`config.mk`:
```
export PLATFORM = sky130hd
export DESIGN_NAME = mem_port_arbiter
export DESIGN_NICKNAME = d
export VERILOG_FILES = /design/src/rtl/cpu_mem_pkg.sv /design/src/rtl/mem_arb_pick.sv /design/src/rtl/mem_port_arbiter.sv
export SDC_FILE = /design/constraint.sdc
export NUM_CORES = 1
export LEC_CHECK = 0
export ABC_AREA = 1
export BUFFER_PORTS_ARGS = -buffer_cell sky130_fd_sc_hd__buf_2
export CAP_MARGIN = 25
export CELL_PAD_IN_SITES_DETAIL_PLACEMENT = 2
export CELL_PAD_IN_SITES_GLOBAL_PLACEMENT = 2
export CORE_AREA = 2 2 168 170
export DETAILED_ROUTE_END_ITERATION = 12
export DIE_AREA = 0 0 170 172
export GPL_ROUTABILITY_DRIVEN = 0
export GPL_TIMING_DRIVEN = 0
export PLACE_DENSITY_LB_ADDON = 0.1
export SLEW_MARGIN = 15
export SYNTH_ARGS = -nofsm -noshare
export SYNTH_HDL_FRONTEND = slang
export SYNTH_SLANG_ARGS = --single-unit
```
`constraint.sdc`:
```
create_clock -name clk -period 1.7 [get_ports clk]
set_input_delay 0.085 -clock clk [delete_from_list [all_inputs] [get_ports clk]]
set_output_delay 0.085 -clock clk [all_outputs]
set_load 0.005 [all_outputs]
```
`src/rtl/cpu_mem_pkg.sv`:
```
// Shared types and defaults for the multicycle core's memory-port sequencer.
package cpu_mem_pkg;

    typedef enum logic [1:0] {
        IDLE   = 2'd0,
        ACCESS = 2'd1,
        DONE   = 2'd2
    } state_e;

    typedef enum logic {
        OWN_CPU = 1'b0,
        OWN_DBG = 1'b1
    } owner_e;

    localparam int LAT_DEFAULT        = 2;
    localparam int STREAK_MAX_DEFAULT = 4;

    // Bits needed to hold any value 0..max_val.
    function automatic int cnt_width(input int max_val);
        return (max_val < 1) ? 1 : $clog2(max_val + 1);
    endfunction

endpackage

```
`src/rtl/mem_arb_pick.sv`:
```
// Combinational CPU/debug arbiter with a streak limit that forces a debug grant.
module mem_arb_pick
    import cpu_mem_pkg::*;
#(
    parameter int STREAK_MAX = STREAK_MAX_DEFAULT,
    parameter int SW         = cnt_width(STREAK_MAX)
) (
    input  logic          cpu_req_i,
    input  logic          dbg_req_i,
    input  logic [SW-1:0] streak_i,
    output logic          grant_valid_o,
    output owner_e        grant_owner_o,
    output logic [SW-1:0] next_streak_o
);

    always_comb begin
        grant_valid_o = cpu_req_i | dbg_req_i;
        grant_owner_o = OWN_CPU;
        next_streak_o = '0;
        if (cpu_req_i && dbg_req_i) begin
            // Streak only ever reaches STREAK_MAX, so the increment saturates there.
            if (streak_i == SW'(STREAK_MAX)) begin
                grant_owner_o = OWN_DBG;
                next_streak_o = '0;
            end else begin
                grant_owner_o = OWN_CPU;
                next_streak_o = streak_i + SW'(1);
            end
        end else if (dbg_req_i) begin
            grant_owner_o = OWN_DBG;
            next_streak_o = '0;
        end else begin
            grant_owner_o = OWN_CPU;
            next_streak_o = '0;
        end
    end

endmodule

```
`src/rtl/mem_port_arbiter.sv`:
```
// Sequencer for the shared memory port: arbitrates CPU vs debug, holds the
// port for LAT cycles, then pulses the owner's ack for one cycle.
module mem_port_arbiter
    import cpu_mem_pkg::*;
#(
    parameter int AW         = 32,
    parameter int DW         = 32,
    parameter int LAT        = LAT_DEFAULT,
    parameter int STREAK_MAX = STREAK_MAX_DEFAULT
) (
    input  logic          clk,
    input  logic          rst,
    input  logic          cpu_req,
    input  logic          cpu_we,
    input  logic [AW-1:0] cpu_addr,
    input  logic [DW-1:0] cpu_wdata,
    output logic          cpu_ack,
    output logic [DW-1:0] cpu_rdata,
    input  logic          dbg_req,
    input  logic          dbg_we,
    input  logic [AW-1:0] dbg_addr,
    input  logic [DW-1:0] dbg_wdata,
    output logic          dbg_ack,
    output logic [DW-1:0] dbg_rdata,
    output logic          mem_en,
    output logic          mem_we,
    output logic [AW-1:0] mem_addr,
    output logic [DW-1:0] mem_wdata,
    input  logic [DW-1:0] mem_rdata,
    output logic          busy
);

    localparam int CW = $clog2(LAT + 1);
    localparam int SW = cnt_width(STREAK_MAX);

    state_e        state_q, state_d;
    logic [CW-1:0] cnt_q, cnt_d;
    logic [SW-1:0] streak_q;
    owner_e        owner_q;
    logic          we_q;
    logic [AW-1:0] addr_q;
    logic [DW-1:0] wdata_q;
    logic [DW-1:0] cpu_rdata_q;
    logic [DW-1:0] dbg_rdata_q;

    logic          grant_valid_s;
    owner_e        grant_owner_s;
    logic [SW-1:0] next_streak_s;
    logic          last_access_s;

    mem_arb_pick #(
        .STREAK_MAX (STREAK_MAX),
        .SW         (SW)
    ) u_pick (
        .cpu_req_i     (cpu_req),
        .dbg_req_i     (dbg_req),
        .streak_i      (streak_q),
        .grant_valid_o (grant_valid_s),
        .grant_owner_o (grant_owner_s),
        .next_streak_o (next_streak_s)
    );

    assign last_access_s = (state_q == ACCESS) && (cnt_q == '0);

    always_ff @(posedge clk) begin
        if (rst) begin
            state_q <= IDLE;
            cnt_q   <= '0;
        end else begin
            state_q <= state_d;
            cnt_q   <= cnt_d;
        end
    end

    always_comb begin
        state_d = state_q;
        cnt_d   = cnt_q;
        case (state_q)
            IDLE: begin
                if (grant_valid_s) begin
                    state_d = ACCESS;
                    cnt_d   = CW'(LAT - 1);
                end else begin
                    state_d = IDLE;
                end
            end
            ACCESS: begin
                if (cnt_q == '0) begin
                    state_d = DONE;
                end else begin
                    cnt_d = cnt_q - CW'(1);
                end
            end
            DONE: begin
                state_d = IDLE;
            end
            default: begin
                state_d = IDLE;
                cnt_d   = '0;
            end
        endcase
    end

    // Outputs decode only registered state and latched fields, never the requests.
    always_comb begin
        mem_en    = 1'b0;
        mem_we    = 1'b0;
        cpu_ack   = 1'b0;
        dbg_ack   = 1'b0;
        busy      = 1'b0;
        case (state_q)
            IDLE: begin
                busy = 1'b0;
            end
            ACCESS: begin
                busy   = 1'b1;
                mem_en = 1'b1;
                mem_we = we_q;
            end
            DONE: begin
                busy    = 1'b1;
                cpu_ack = (owner_q == OWN_CPU);
                dbg_ack = (owner_q == OWN_DBG);
            end
            default: begin
                busy = 1'b0;
            end
        endcase
        mem_addr  = addr_q;
        mem_wdata = wdata_q;
        cpu_rdata = cpu_rdata_q;
        dbg_rdata = dbg_rdata_q;
    end

    always_ff @(posedge clk) begin
        if (rst) begin
            streak_q    <= '0;
            owner_q     <= OWN_CPU;
            we_q        <= 1'b0;
            addr_q      <= '0;
            wdata_q     <= '0;
            cpu_rdata_q <= '0;
            dbg_rdata_q <= '0;
        end else begin
            if (state_q == IDLE) begin
                streak_q <= next_streak_s;
                if (grant_valid_s) begin
                    owner_q <= grant_owner_s;
                    if (grant_owner_s == OWN_DBG) begin
                        we_q    <= dbg_we;
                        addr_q  <= dbg_addr;
                        wdata_q <= dbg_wdata;
                    end else begin
                        we_q    <= cpu_we;
                        addr_q  <= cpu_addr;
                        wdata_q <= cpu_wdata;
                    end
                end
            end
            // Read data is captured on the final access edge into the owner's register only.
            if (last_access_s && !we_q) begin
                if (owner_q == OWN_DBG) begin
                    dbg_rdata_q <= mem_rdata;
                end else begin
                    cpu_rdata_q <= mem_rdata;
                end
            end
        end
    end

endmodule

```
Word level (Yosys, flattened, before mapping)
Index checks and enable logic that the tools add are counted.
{"block": "totals", "elab_cells": 50, "register_bits": 137, "inputBits": 166, "out_inout_bits": 133}
{"block": "classes", "addsub": 2, "n_eq_ne": 6, "bitwise_logic": 3, "n_mux": 19, "n_reduce_logical": 11}
{"operator": "32-bit two-way mux", "n": 2}
{"operator": "1-bit two-way mux", "n": 10}
{"operator": "2-bit two-way mux", "n": 3}
{"operator": "3-bit two-way mux", "n": 2}
{"operator": "2-bit one-hot mux with 3 select lines", "n": 1}
{"operator": "2-bit AND reduction", "n": 3}
{"operator": "2-bit zero test", "n": 2}
{"operator": "2-bit inequality test, second input constant", "n": 2}
{"operator": "2-bit one-hot mux with 2 select lines", "n": 1}
{"operator": "3-bit by 1-bit adder with 3-bit output, second input constant", "n": 1}
{"operator": "3-bit equality test, second input constant", "n": 1}
{"operator": "1-bit logical AND", "n": 3}
{"operator": "3-bit AND reduction", "n": 1}
{"operator": "2-bit by 1-bit equality test with 1-bit output, second input constant", "n": 1}
{"operator": "2-bit equality test, second input constant", "n": 1}
{"operator": "2-bit by 1-bit inequality test with 1-bit output, second input constant", "n": 1}
{"operator": "1-bit NOT", "n": 2}
{"operator": "2-bit OR reduction", "n": 1}
{"operator": "2-bit by 1-bit subtractor with 2-bit output, second input constant", "n": 1}
{"operator": "1-bit zero test", "n": 1}
{"operator": "1-bit OR", "n": 1}

Depth between registers and ports, before layout
Gate-level depths: netlist of run 1.
{"block": "logic_depth", "ltp_word": 4, "mapped_depth": 11, "ltp_nobuf": 9}

Hierarchy
Synthesis of run 1 repeated with hierarchy kept, for this count alone.
{"block": "unflattened", "hier_cells": 1083, "area_unflattened_um2": 6734.0}
{"mod": "mem_port_arbiter", "n_inst": 1, "cells_per_inst": 1064, "area_per_inst_um2": 6638.9, "seq_area_each_um2": 2742.6}
{"mod": "mem_arb_pick", "n_inst": 1, "cells_per_inst": 19, "area_per_inst_um2": 95.1, "seq_area_each_um2": 0.0}

Worst setup path after synthesis of run 1
Ideal clock, no wire load.
{"block": "synth_path", "path_kind": "flip-flop to flip-flop", "start": "register state_q[1]", "end": "register owner_q", "synth_period_minus_slack_ns": 1.493, "stages_incl_launch_ff": 10, "slack_ns": 0.207, "setup_time_ns": 0.115, "arrival_time_ns": 1.378, "required_time_ns": 1.585, "n_path_buf": 2, "cell_sequence": "dfxtp_1 inv_1 ha_1 inv_2 a21oi_2 buf_4 buf_4 inv_1 a21oi_1 nor2_1"}
{"block": "synth_between", "elab_chain_cells": 2}
{"element": "start, declared", "line_no": "mem_port_arbiter.sv:36", "rtl": "state_e state_q, state_d;"}
{"element": "start signal, assigned", "line_no": "mem_port_arbiter.sv:70", "rtl": "state_q <= state_d;"}
{"element": "2-bit zero test", "line_no": "mem_port_arbiter.sv:145", "rtl": "if (state_q == IDLE) begin"}
{"element": "2-bit AND reduction (no source line)"}
{"element": "end signal, assigned", "line_no": "mem_port_arbiter.sv:148", "rtl": "owner_q <= grant_owner_s;"}
{"element": "end, declared", "line_no": "mem_port_arbiter.sv:39", "rtl": "owner_e owner_q;"}
No other way between the ends.
A chain may end at the register's enable or synchronous reset.

Worst setup path after layout of run 1
{"block": "layout_path", "start": "register state_q[1]", "end": "register wdata_q[9] (netlist: mem_wdata[9])"}
{"block": "layout_between", "elab_chain_cells": 2}
{"element": "2-bit zero test", "line_no": "mem_port_arbiter.sv:145"}
{"element": "2-bit AND reduction (no source line)"}
{"element": "end signal, assigned", "line_no": "mem_port_arbiter.sv:152", "rtl": "wdata_q <= dbg_wdata;"}
{"element": "end signal, assigned", "line_no": "mem_port_arbiter.sv:156", "rtl": "wdata_q <= cpu_wdata;"}
{"element": "end, declared", "line_no": "mem_port_arbiter.sv:42", "rtl": "logic [DW-1:0] wdata_q;"}
No other way between the ends.

==> impl_results.html, run 1 <==
<table>
<tr><th>Metric</th><th>Value</th></tr>
<tr><th colspan="2">Detailed routing</th></tr>
<tr><td>Starting DRC count in detailed routing</td><td>248</td></tr>
<tr><td>Remaining routing DRC violations</td><td>0</td></tr>
<tr><td>Antenna viol nets, final</td><td>0</td></tr>
<tr><td>Total via count in the routed design</td><td>7764</td></tr>
<tr><td>Total detailed-routing wirelength</td><td>28930 µm</td></tr>
<tr><td>Routed wirelength normalized by instance count</td><td>16.85 µm</td></tr>
<tr><td>Detailed Routing Iterations Pass 1</td><td>4</td></tr>
<tr><td>Per-cell via count in the routed design</td><td>4.522</td></tr>
<tr><th colspan="2">Timing</th></tr>
<tr><td>Setup-failing EPs final</td><td>0</td></tr>
<tr><td>Tightest Pin Transition</td><td>0.6633 ns</td></tr>
<tr><td>Part of the cycle the worst path needs</td><td>96.80%</td></tr>
<tr><td>Final Hold Vio Count</td><td>0</td></tr>
<tr><td>Clk_skew</td><td>0.01507 ns</td></tr>
<tr><td>Setup repair after global routing missed its margin</td><td>yes</td></tr>
<tr><td>Hold WS</td><td>0.009308 ns</td></tr>
<tr><td>Final Slew Violations</td><td>0</td></tr>
<tr><td>Fmax</td><td>607.7 MHz</td></tr>
<tr><td>Final Critical Period</td><td>1.646 ns</td></tr>
<tr><td>TNS Setup</td><td>0 ns</td></tr>
<tr><td>Worst-case headroom to the max-slew limit</td><td>55.78%</td></tr>
<tr><td>Setup slack after layout</td><td>0.05432 ns</td></tr>
<tr><th colspan="2">Floorplanning</th></tr>
<tr><td>Area enclosed by the die boundary</td><td>29240 µm²</td></tr>
<tr><td>Vertical die dimension</td><td>172 µm</td></tr>
<tr><td>Top Ports</td><td>299</td></tr>
<tr><td>Initial Utilization</td><td>22.72%</td></tr>
<tr><td>Core area</td><td>27480 µm²</td></tr>
<tr><td>Die boundary width</td><td>170 µm</td></tr>
<tr><td>Placement Rows</td><td>61</td></tr>
<tr><th colspan="2">Global routing</th></tr>
<tr><td>GR Overflow Total</td><td>0</td></tr>
<tr><td>Vias in the first global route</td><td>8266</td></tr>
<tr><td>Number of antenna violations at the first check in global routing</td><td>6</td></tr>
<tr><td>Wire length of the first global-routing pass</td><td>44790 µm</td></tr>
<tr><td>Total global routing track utilization</td><td>19.68%</td></tr>
<tr><td>Pin count of the biggest net entering global routing</td><td>17</td></tr>
<tr><th colspan="2">Critical path</th></tr>
<tr><td>Kind of critical path</td><td>flop to flop</td></tr>
<tr><td>Critical path buffer and inverter count</td><td>6</td></tr>
<tr><td>Launching element type of the critical path</td><td>flop</td></tr>
<tr><td>Critical path's slowest cell</td><td>sky130_fd_sc_hd__dfxtp_4</td></tr>
<tr><td>Largest driver fanout on the critical path</td><td>10</td></tr>
<tr><td>Critical-path cell list</td><td>inv_4 &gt; ha_4 &gt; inv_4 &gt; a21oi_4 &gt; buf_12 &gt; buf_16 &gt; buf_8 &gt; nand3_1 &gt; nand2_1 &gt; inv_1</td></tr>
<tr><td>Sort of element at the end of the critical path</td><td>flop</td></tr>
<tr><td>Required arrival time at the worst endpoint</td><td>2.02 ns</td></tr>
<tr><td>Data arrival, critical path</td><td>1.97 ns</td></tr>
<tr><td>Count of cells along the worst register-to-register path</td><td>10</td></tr>
<tr><td>Delay of the slowest cell on the worst path</td><td>0.36 ns</td></tr>
<tr><td>Worst path most repeated cell</td><td>sky130_fd_sc_hd__inv_4</td></tr>
<tr><td>Depth of the critical timing path with buffers and inverters included</td><td>10</td></tr>
<tr><td>Critical path's top delay family</td><td>buffers and inverters</td></tr>
<tr><th colspan="2">Clocking</th></tr>
<tr><td>Clock tree root buffer cell</td><td>sky130_fd_sc_hd__clkbuf_16</td></tr>
<tr><td>Clock tree from TritonCTS</td><td>done</td></tr>
<tr><td>H-tree depth</td><td>4</td></tr>
<tr><td>Number of clock buffers inserted by TritonCTS</td><td>17</td></tr>
<tr><td>Number of buffers on the longest clock path</td><td>2</td></tr>
<tr><td>Sinks on the clock net</td><td>137</td></tr>
<tr><td>Clock latency of the later-clocked register in the worst-skew pair</td><td>0.42 ns</td></tr>
<tr><td>Clock-pin slew of the registers on the worst-case setup and hold paths</td><td>0.07 ns</td></tr>
<tr><th colspan="2">Power</th></tr>
<tr><td>Static Leak</td><td>0.005361 µW</td></tr>
<tr><td>Max VDD drop</td><td>441.1 µV</td></tr>
<tr><td>Power density of the placed cells</td><td>1129 nW/µm²</td></tr>
<tr><th colspan="2">Place</th></tr>
<tr><td>DP HPWL</td><td>20660 µm</td></tr>
<tr><td>Total instance count after detailed placement</td><td>1570</td></tr>
<tr><td>Area after detailed placement</td><td>8157 µm²</td></tr>
<tr><td>Worst slack after detailed placement</td><td>-0.4422 ns</td></tr>
<tr><td>Number of I/O port buffers</td><td>296</td></tr>
<tr><th colspan="2">Cells and area</th></tr>
<tr><td>Share of post-route cells with drive strength above 1</td><td>30.50%</td></tr>
<tr><td>Final Instance Count excl. Fillers</td><td>1717</td></tr>
<tr><td>Fill cells</td><td>3345</td></tr>
<tr><td>Most common cell after layout, fill and taps aside</td><td>sky130_fd_sc_hd__buf_2</td></tr>
<tr><td>Area grow syn2layout</td><td>63.44%</td></tr>
<tr><td>Count of nets after finishing</td><td>1528</td></tr>
<tr><td>Finished layout cell area</td><td>10200 µm²</td></tr>
<tr><td>Top library cells by usage in the layout, fill and taps aside</td><td>sky130_fd_sc_hd__buf_2, sky130_fd_sc_hd__nand3_1, sky130_fd_sc_hd__nor2_1</td></tr>
<tr><th colspan="2">Yosys</th></tr>
<tr><td>Cell count after synthesis</td><td>928</td></tr>
<tr><td>Sequential cell area fraction in the yosys report</td><td>43.94%</td></tr>
<tr><td>Post-Syn Area</td><td>6242 µm²</td></tr>
<tr><td>Synthesized Nets</td><td>1101</td></tr>
<tr><td>Flop and latch count out of synthesis</td><td>137</td></tr>
<tr><td>Number of distinct library cells after synthesis</td><td>22</td></tr>
<tr><td>Average footprint of a synthesized cell</td><td>6.727 µm²</td></tr>
<tr><td>Ys Warns</td><td>0</td></tr>
<tr><th colspan="2">Min path</th></tr>
<tr><td>Worst Hold Path Cells</td><td>5</td></tr>
<tr><td>Worst hold-check path type</td><td>input port to flop</td></tr>
<tr><th colspan="2">Run</th></tr>
<tr><td>Max-cap violations</td><td>0</td></tr>
<tr><th colspan="2">Status</th></tr>
<tr><td>Result of the run</td><td>finished clean</td></tr>
</table>
[cell usage after synthesis]
cell / number / area, µm²
sky130_fd_sc_hd__ha_1: 7 / 87.58
sky130_fd_sc_hd__xor2_1: 1 / 8.760
sky130_fd_sc_hd__inv_1: 84 / 315.3
sky130_fd_sc_hd__buf_2: 32 / 160.2
sky130_fd_sc_hd__buf_6: 1 / 11.26
sky130_fd_sc_hd__nand3_1: 231 / 1156
sky130_fd_sc_hd__o21ai_1: 1 / 5.000
sky130_fd_sc_hd__or2_2: 1 / 6.260
sky130_fd_sc_hd__buf_1: 9 / 33.78
sky130_fd_sc_hd__nor2_2: 1 / 6.260
sky130_fd_sc_hd__o21ai_0: 34 / 170.2
sky130_fd_sc_hd__nor3_2: 1 / 10.01
sky130_fd_sc_hd__nor2_1: 201 / 754.5
sky130_fd_sc_hd__a21oi_1: 36 / 180.2
sky130_fd_sc_hd__nor3_1: 1 / 5.000
sky130_fd_sc_hd__dfxtp_1: 137 / 2743
sky130_fd_sc_hd__inv_2: 1 / 3.750
sky130_fd_sc_hd__clkbuf_1: 26 / 97.59
sky130_fd_sc_hd__nand2_1: 116 / 435.4
sky130_fd_sc_hd__a21oi_2: 1 / 8.760
sky130_fd_sc_hd__nand4_1: 1 / 6.260
sky130_fd_sc_hd__buf_4: 5 / 37.54
[metal layers]
layer  global-route usage, %  wire (µm)
met2                   34.89      14370
met5                       0         30
met1                   23.51      12390
met3                   5.333       1795
met4                   5.240        334
[worst min-delay path, cell delays in order]
cell and delay, ns:
sky130_fd_sc_hd__buf_2 0.08, sky130_fd_sc_hd__nand3_1 0.08, sky130_fd_sc_hd__nand3_2 0.08, sky130_fd_sc_hd__nand2_1 0.05
sky130_fd_sc_hd__inv_1 0.04
[through the flow]
| step | utilization (%) | power, µW |
|---|---|---|
| 2_1_floorplan | - | 5502 |
| 3_3_place_gp | 29.69 | 6754 |
| 3_5_place_dp | 29.69 | 6834 |
| 4_1_cts | 36.32 | 11490 |
| 5_1_grt | 37.10 | 12300 |
| 6_report | 37.13 | 11520 |
[report_power, final]
part | total, µW | switching [µW] | internal (µW)
registers | 3950 | 259 | 3690
logic | 3410 | 1880 | 1520
clock network | 4160 | 1660 | 2500
total | 11500 | 3810 | 7710
[registers in the layout, indices dropped and copies added, names as in the netlist]
name / cells
mem_addr: 32
streak_q: 3
cpu_rdata: 32
dbg_rdata: 32
owner_q: 1
we_q: 1
mem_wdata: 32
cnt_q: 2
state_q: 2
[layout make-up]
type                    count  area, µm²  area share [%]
multi-input cells         633       2960           29.02
plain buffers              73      457.9           4.489
well taps                 346      432.9           4.243
diodes                      4      10.01         0.09811
repair buffers            408       2629           25.77
clock inverters            14      210.2           2.060
clock buffers              17      425.4           4.170
inverters                  85      326.6           3.201
flip-flops and latches    137       2750           26.96
[what timing repair did]
action	in CTS	in global routing
setup endpoints to repair	130	126
buffers inserted	3	6
pin swaps	1	8
resized for setup	42	50
gates cloned	1	1
hold endpoints to repair	111	0
hold buffers	101	0
[logic make-up (layout without fill, tap and decap cells)]
family	after synthesis	count (layout)	share of synthesized area (%)
flops	137	137	43.94
simple gates	553	553	38.12
fa+ha+maj	7	7	1.403
compound gates	72	72	5.833
other cells	0	4	0
xor+xnor	1	1	0.1403
buf+inv	158	597	10.56
[path summary, 6_finish.rpt]
path	start	to	slack, ns
max	state_q[1]$_SDFFE_PP0P_	mem_wdata[9]$_SDFFE_PP0P_	0.05
max reg2reg	state_q[1]$_SDFFE_PP0P_	mem_wdata[9]$_SDFFE_PP0P_	0.05
min	cpu_addr[31]	mem_addr[31]$_SDFFE_PP0P_	0.009
min reg2reg	dbg_rdata[17]$_SDFFE_PP0P_	dbg_rdata[17]$_SDFFE_PP0P_	0.46
Note: power is estimated with default switching activity, not from simulation.
==> run 2: changes to the inputs <==
Settings changed: PLACE_DENSITY from default to 0.87, PLACE_DENSITY_LB_ADDON 0.1 to default.
==> impl_results.html, run 2 (synthesis results as in run 1) <==
<table>
<tr><th>Metric</th><th>Value</th></tr>
<tr><th colspan="2">Min path</th></tr>
<tr><td>Hold worst-path end</td><td>mem_wdata[21]$_SDFFE_PP0P_ (was mem_addr[31]$_SDFFE_PP0P_)</td></tr>
<tr><td>Worst Hold Path Cells</td><td>5 (unchanged)</td></tr>
<tr><td>Min-delay src</td><td>dbg_wdata[21] (was cpu_addr[31])</td></tr>
<tr><td>Worst hold-check path type</td><td>input port to flop (unchanged)</td></tr>
<tr><th colspan="2">Power</th></tr>
<tr><td>Max VDD drop</td><td>649.3 µV (was 441.1 µV)</td></tr>
<tr><td>Power Total</td><td>11200 µW (was 11520 µW)</td></tr>
<tr><td>Static Leak</td><td>0.005324 µW (was 0.005361 µW)</td></tr>
<tr><td>Power density of the placed cells</td><td>1107 nW/µm² (was 1129 nW/µm²)</td></tr>
<tr><th colspan="2">Critical path</th></tr>
<tr><td>Required arrival time at the worst endpoint</td><td>2.07 ns (was 2.02 ns)</td></tr>
<tr><td>Count of cells along the worst register-to-register path</td><td>11 (was 10)</td></tr>
<tr><td>Data arrival, critical path</td><td>2.02 ns (was 1.97 ns)</td></tr>
<tr><td>Largest driver fanout on the critical path</td><td>10 (unchanged)</td></tr>
<tr><td>Launching element type of the critical path</td><td>flop (unchanged)</td></tr>
<tr><td>Worst setup startpoint</td><td>state_q[1]$_SDFFE_PP0P_ (unchanged)</td></tr>
<tr><td>Critical path's slowest cell</td><td>sky130_fd_sc_hd__dfxtp_2 (was sky130_fd_sc_hd__dfxtp_4)</td></tr>
<tr><td>Critical path's top delay family</td><td>buffers and inverters (unchanged)</td></tr>
<tr><td>Critical path buffer and inverter count</td><td>6 (unchanged)</td></tr>
<tr><td>Kind of critical path</td><td>flop to flop (unchanged)</td></tr>
<tr><td>Delay of the slowest cell on the worst path</td><td>0.34 ns (was 0.36 ns)</td></tr>
<tr><td>Sort of element at the end of the critical path</td><td>flop (unchanged)</td></tr>
<tr><td>Reg-to-reg critical path startpoint</td><td>state_q[1]$_SDFFE_PP0P_ (unchanged)</td></tr>
<tr><td>R2r setup slk</td><td>0.05 ns (about the same)</td></tr>
<tr><td>Critical-path cell list</td><td>inv_2 &gt; ha_4 &gt; inv_2 &gt; a21oi_4 &gt; buf_12 &gt; buf_6 &gt; buf_6 &gt; nor2_1 &gt; nor2_1 &gt; nand2_1 &gt; inv_1 (was inv_4 &gt; ha_4 &gt; inv_4 &gt; a21oi_4 &gt; buf_12 &gt; buf_16 &gt; buf_8 &gt; nand3_1 &gt; nand2_1 &gt; inv_1)</td></tr>
<tr><td>R2R Path End</td><td>mem_addr[7]$_SDFFE_PP0P_ (was mem_wdata[9]$_SDFFE_PP0P_)</td></tr>
<tr><th colspan="2">Global routing</th></tr>
<tr><td>GR Overflow Total</td><td>0 (unchanged)</td></tr>
<tr><td>Wire length of the first global-routing pass</td><td>51440 µm (was 44790 µm)</td></tr>
<tr><td>Number of antenna violations at the first check in global routing</td><td>6 (unchanged)</td></tr>
<tr><td>Pin count of the biggest net entering global routing</td><td>17 (unchanged)</td></tr>
<tr><td>Vias in the first global route</td><td>9085 (was 8266)</td></tr>
<tr><td>Total global routing track utilization</td><td>23.04% (was 19.68%)</td></tr>
<tr><th colspan="2">Cells and area</th></tr>
<tr><td>Final Instance Count excl. Fillers</td><td>1722 (was 1717)</td></tr>
<tr><td>Area grow syn2layout</td><td>62.04% (was 63.44%)</td></tr>
<tr><td>Most common cell after layout, fill and taps aside</td><td>sky130_fd_sc_hd__buf_2 (unchanged)</td></tr>
<tr><td>Share of post-route cells with drive strength above 1</td><td>29.80% (was 30.50%)</td></tr>
<tr><td>Count of nets after finishing</td><td>1529 (was 1528)</td></tr>
<tr><td>Combined area of the multi-input logic cells</td><td>2927 µm² (was 2960 µm²)</td></tr>
<tr><td>Finished layout cell area</td><td>10110 µm² (was 10200 µm²)</td></tr>
<tr><td>Top library cells by usage in the layout, fill and taps aside</td><td>sky130_fd_sc_hd__buf_2, sky130_fd_sc_hd__nand3_1, sky130_fd_sc_hd__nor2_1 (unchanged)</td></tr>
<tr><td>Reg area</td><td>2749 µm² (was 2750 µm²)</td></tr>
<tr><td>Fill cells</td><td>3241 (was 3345)</td></tr>
<tr><th colspan="2">Place</th></tr>
<tr><td>Worst slack after detailed placement</td><td>-0.4196 ns (was -0.4422 ns)</td></tr>
<tr><td>Number of I/O port buffers</td><td>296 (unchanged)</td></tr>
<tr><td>DP HPWL</td><td>22080 µm (was 20660 µm)</td></tr>
<tr><td>Area after detailed placement</td><td>8157 µm² (unchanged)</td></tr>
<tr><td>Total instance count after detailed placement</td><td>1570 (unchanged)</td></tr>
<tr><th colspan="2">Detailed routing</th></tr>
<tr><td>Detailed Routing Iterations Pass 1</td><td>4 (unchanged)</td></tr>
<tr><td>Total via count in the routed design</td><td>8141 (was 7764)</td></tr>
<tr><td>Routed wirelength normalized by instance count</td><td>20.13 µm (was 16.85 µm)</td></tr>
<tr><td>Total detailed-routing wirelength</td><td>34660 µm (was 28930 µm)</td></tr>
<tr><td>Antenna viol nets, final</td><td>0 (unchanged)</td></tr>
<tr><td>Per-cell via count in the routed design</td><td>4.728 (was 4.522)</td></tr>
<tr><td>Remaining routing DRC violations</td><td>0 (unchanged)</td></tr>
<tr><td>Starting DRC count in detailed routing</td><td>296 (was 248)</td></tr>
<tr><th colspan="2">Clocking</th></tr>
<tr><td>Number of clock buffers inserted by TritonCTS</td><td>17 (unchanged)</td></tr>
<tr><td>Sinks on the clock net</td><td>137 (unchanged)</td></tr>
<tr><td>H-tree depth</td><td>4 (unchanged)</td></tr>
<tr><td>Clock latency of the later-clocked register in the worst-skew pair</td><td>0.43 ns (was 0.42 ns)</td></tr>
<tr><td>Number of buffers on the longest clock path</td><td>2 (unchanged)</td></tr>
<tr><td>Clock tree from TritonCTS</td><td>done (unchanged)</td></tr>
<tr><td>Clock tree root buffer cell</td><td>sky130_fd_sc_hd__clkbuf_16 (unchanged)</td></tr>
<tr><td>Clock-pin slew of the registers on the worst-case setup and hold paths</td><td>0.07 ns (about the same)</td></tr>
<tr><th colspan="2">Floorplanning</th></tr>
<tr><td>Top Ports</td><td>299 (unchanged)</td></tr>
<tr><td>Area enclosed by the die boundary</td><td>29240 µm² (unchanged)</td></tr>
<tr><td>Die boundary width</td><td>170 µm (unchanged)</td></tr>
<tr><td>Placement Rows</td><td>61 (unchanged)</td></tr>
<tr><td>Initial Utilization</td><td>22.72% (unchanged)</td></tr>
<tr><td>Vertical die dimension</td><td>172 µm (unchanged)</td></tr>
<tr><td>Core area</td><td>27480 µm² (unchanged)</td></tr>
<tr><th colspan="2">Timing</th></tr>
<tr><td>Setup slack after layout</td><td>0.04572 ns (was 0.05432 ns)</td></tr>
<tr><td>Worst-case headroom to the max-slew limit</td><td>57.24% (was 55.78%)</td></tr>
<tr><td>Final Critical Period</td><td>1.654 ns (was 1.646 ns)</td></tr>
<tr><td>Final Slew Violations</td><td>0 (unchanged)</td></tr>
<tr><td>Fmax</td><td>604.5 MHz (was 607.7 MHz)</td></tr>
<tr><td>Tightest Pin Transition</td><td>0.6414 ns (was 0.6633 ns)</td></tr>
<tr><td>Setup repair after global routing missed its margin</td><td>yes (unchanged)</td></tr>
<tr><td>Part of the cycle the worst path needs</td><td>97.31% (was 96.80%)</td></tr>
<tr><td>Final Hold Vio Count</td><td>0 (unchanged)</td></tr>
<tr><td>Setup-failing EPs final</td><td>0 (unchanged)</td></tr>
<tr><td>Clk_skew</td><td>0.01347 ns (was 0.01507 ns)</td></tr>
<tr><th colspan="2">Run</th></tr>
<tr><td>Max-cap violations</td><td>0 (unchanged)</td></tr>
<tr><th colspan="2">Status</th></tr>
<tr><td>Result of the run</td><td>finished clean (unchanged)</td></tr>
</table>
## run 2: cell types whose count changed in the layout (fill, tap and decap cells not counted), sizes merged
cell         change
buf              -3
bufinv           -3
clkbuf           +1
clkinv           +1
diode            +3
dlygate4sd3      +3
inv              +3
## run 2: area by class of cell
| type | instances | area share (%) |
|---|---|---|
| well taps | 346 | 4.280 |
| clock inverters | 15 | 1.522 |
| multi-input cells | 633 | 28.93 |
| plain buffers | 73 | 4.602 |
| diodes | 7 | 0.1732 |
| clock buffers | 17 | 4.206 |
| repair buffers | 409 | 25.95 |
| flip-flops and latches | 137 | 27.18 |
| inverters | 85 | 3.154 |
## run 2: what timing repair did
action                                 CTS  global route
endpoints found under the hold margin  114             0
resized for setup                       36            53
setup buffers                            3             4
gates cloned                             0             2
setup endpoints to repair              130            97
pin swaps                                2             3
hold buffers                           104             0
## run 2: worst register-to-register path: cells and delay by family, from the launching register on
kind | cells | cell delay (ns)
AO/OA/AOI/OAI | 1 | 0.13
AND/OR/NAND/NOR | 3 | 0.30
flip-flops | 1 | 0.34
adder cells (fa/ha/maj) | 1 | 0.18
buffers and inverters | 6 | 0.64
## run 2: worst max-delay path by stage
stage	slack, ns	cells after the start	endpoint
after floorplan	0.21	9	owner_q$_SDFFE_PP0P_
after global placement	-0.34	9	mem_wdata[28]$_SDFFE_PP0P_
after detailed placement	-0.42	9	mem_addr[22]$_SDFFE_PP0P_
after CTS	-0.02	7	cpu_rdata[16]$_SDFFE_PP0P_
after global routing	-0.02	10	mem_addr[2]$_SDFFE_PP0P_
final	0.05	11	mem_addr[7]$_SDFFE_PP0P_
## run 2: report_power, final
group / switching (µW) / internal [µW]
clock network: 1720 / 2080
registers: 292 / 3690
logic: 1970 / 1440
## run 2: per-layer routing
layer	part of all wire, %	global-route usage (%)
met1	38	23.49
met2	53	43.87
met3	6.4	6.386
met4	3.3	10.18
met5	0.020	0
## run 2: metrics by stage
stage / setup TNS (ns) / hold slack, ns / util (%)
6_report: 0 / 0.008559 / 36.81
5_1_grt: -0.1661 / 0.02856 / 36.79
4_1_cts: -0.02660 / 0.0006388 / 36.08
3_5_place_dp: -36.91 / 0.3386 / 29.69
3_3_place_gp: -27.82 / 0.3293 / 29.69
2_1_floorplan: 0 / 0.2199 / -
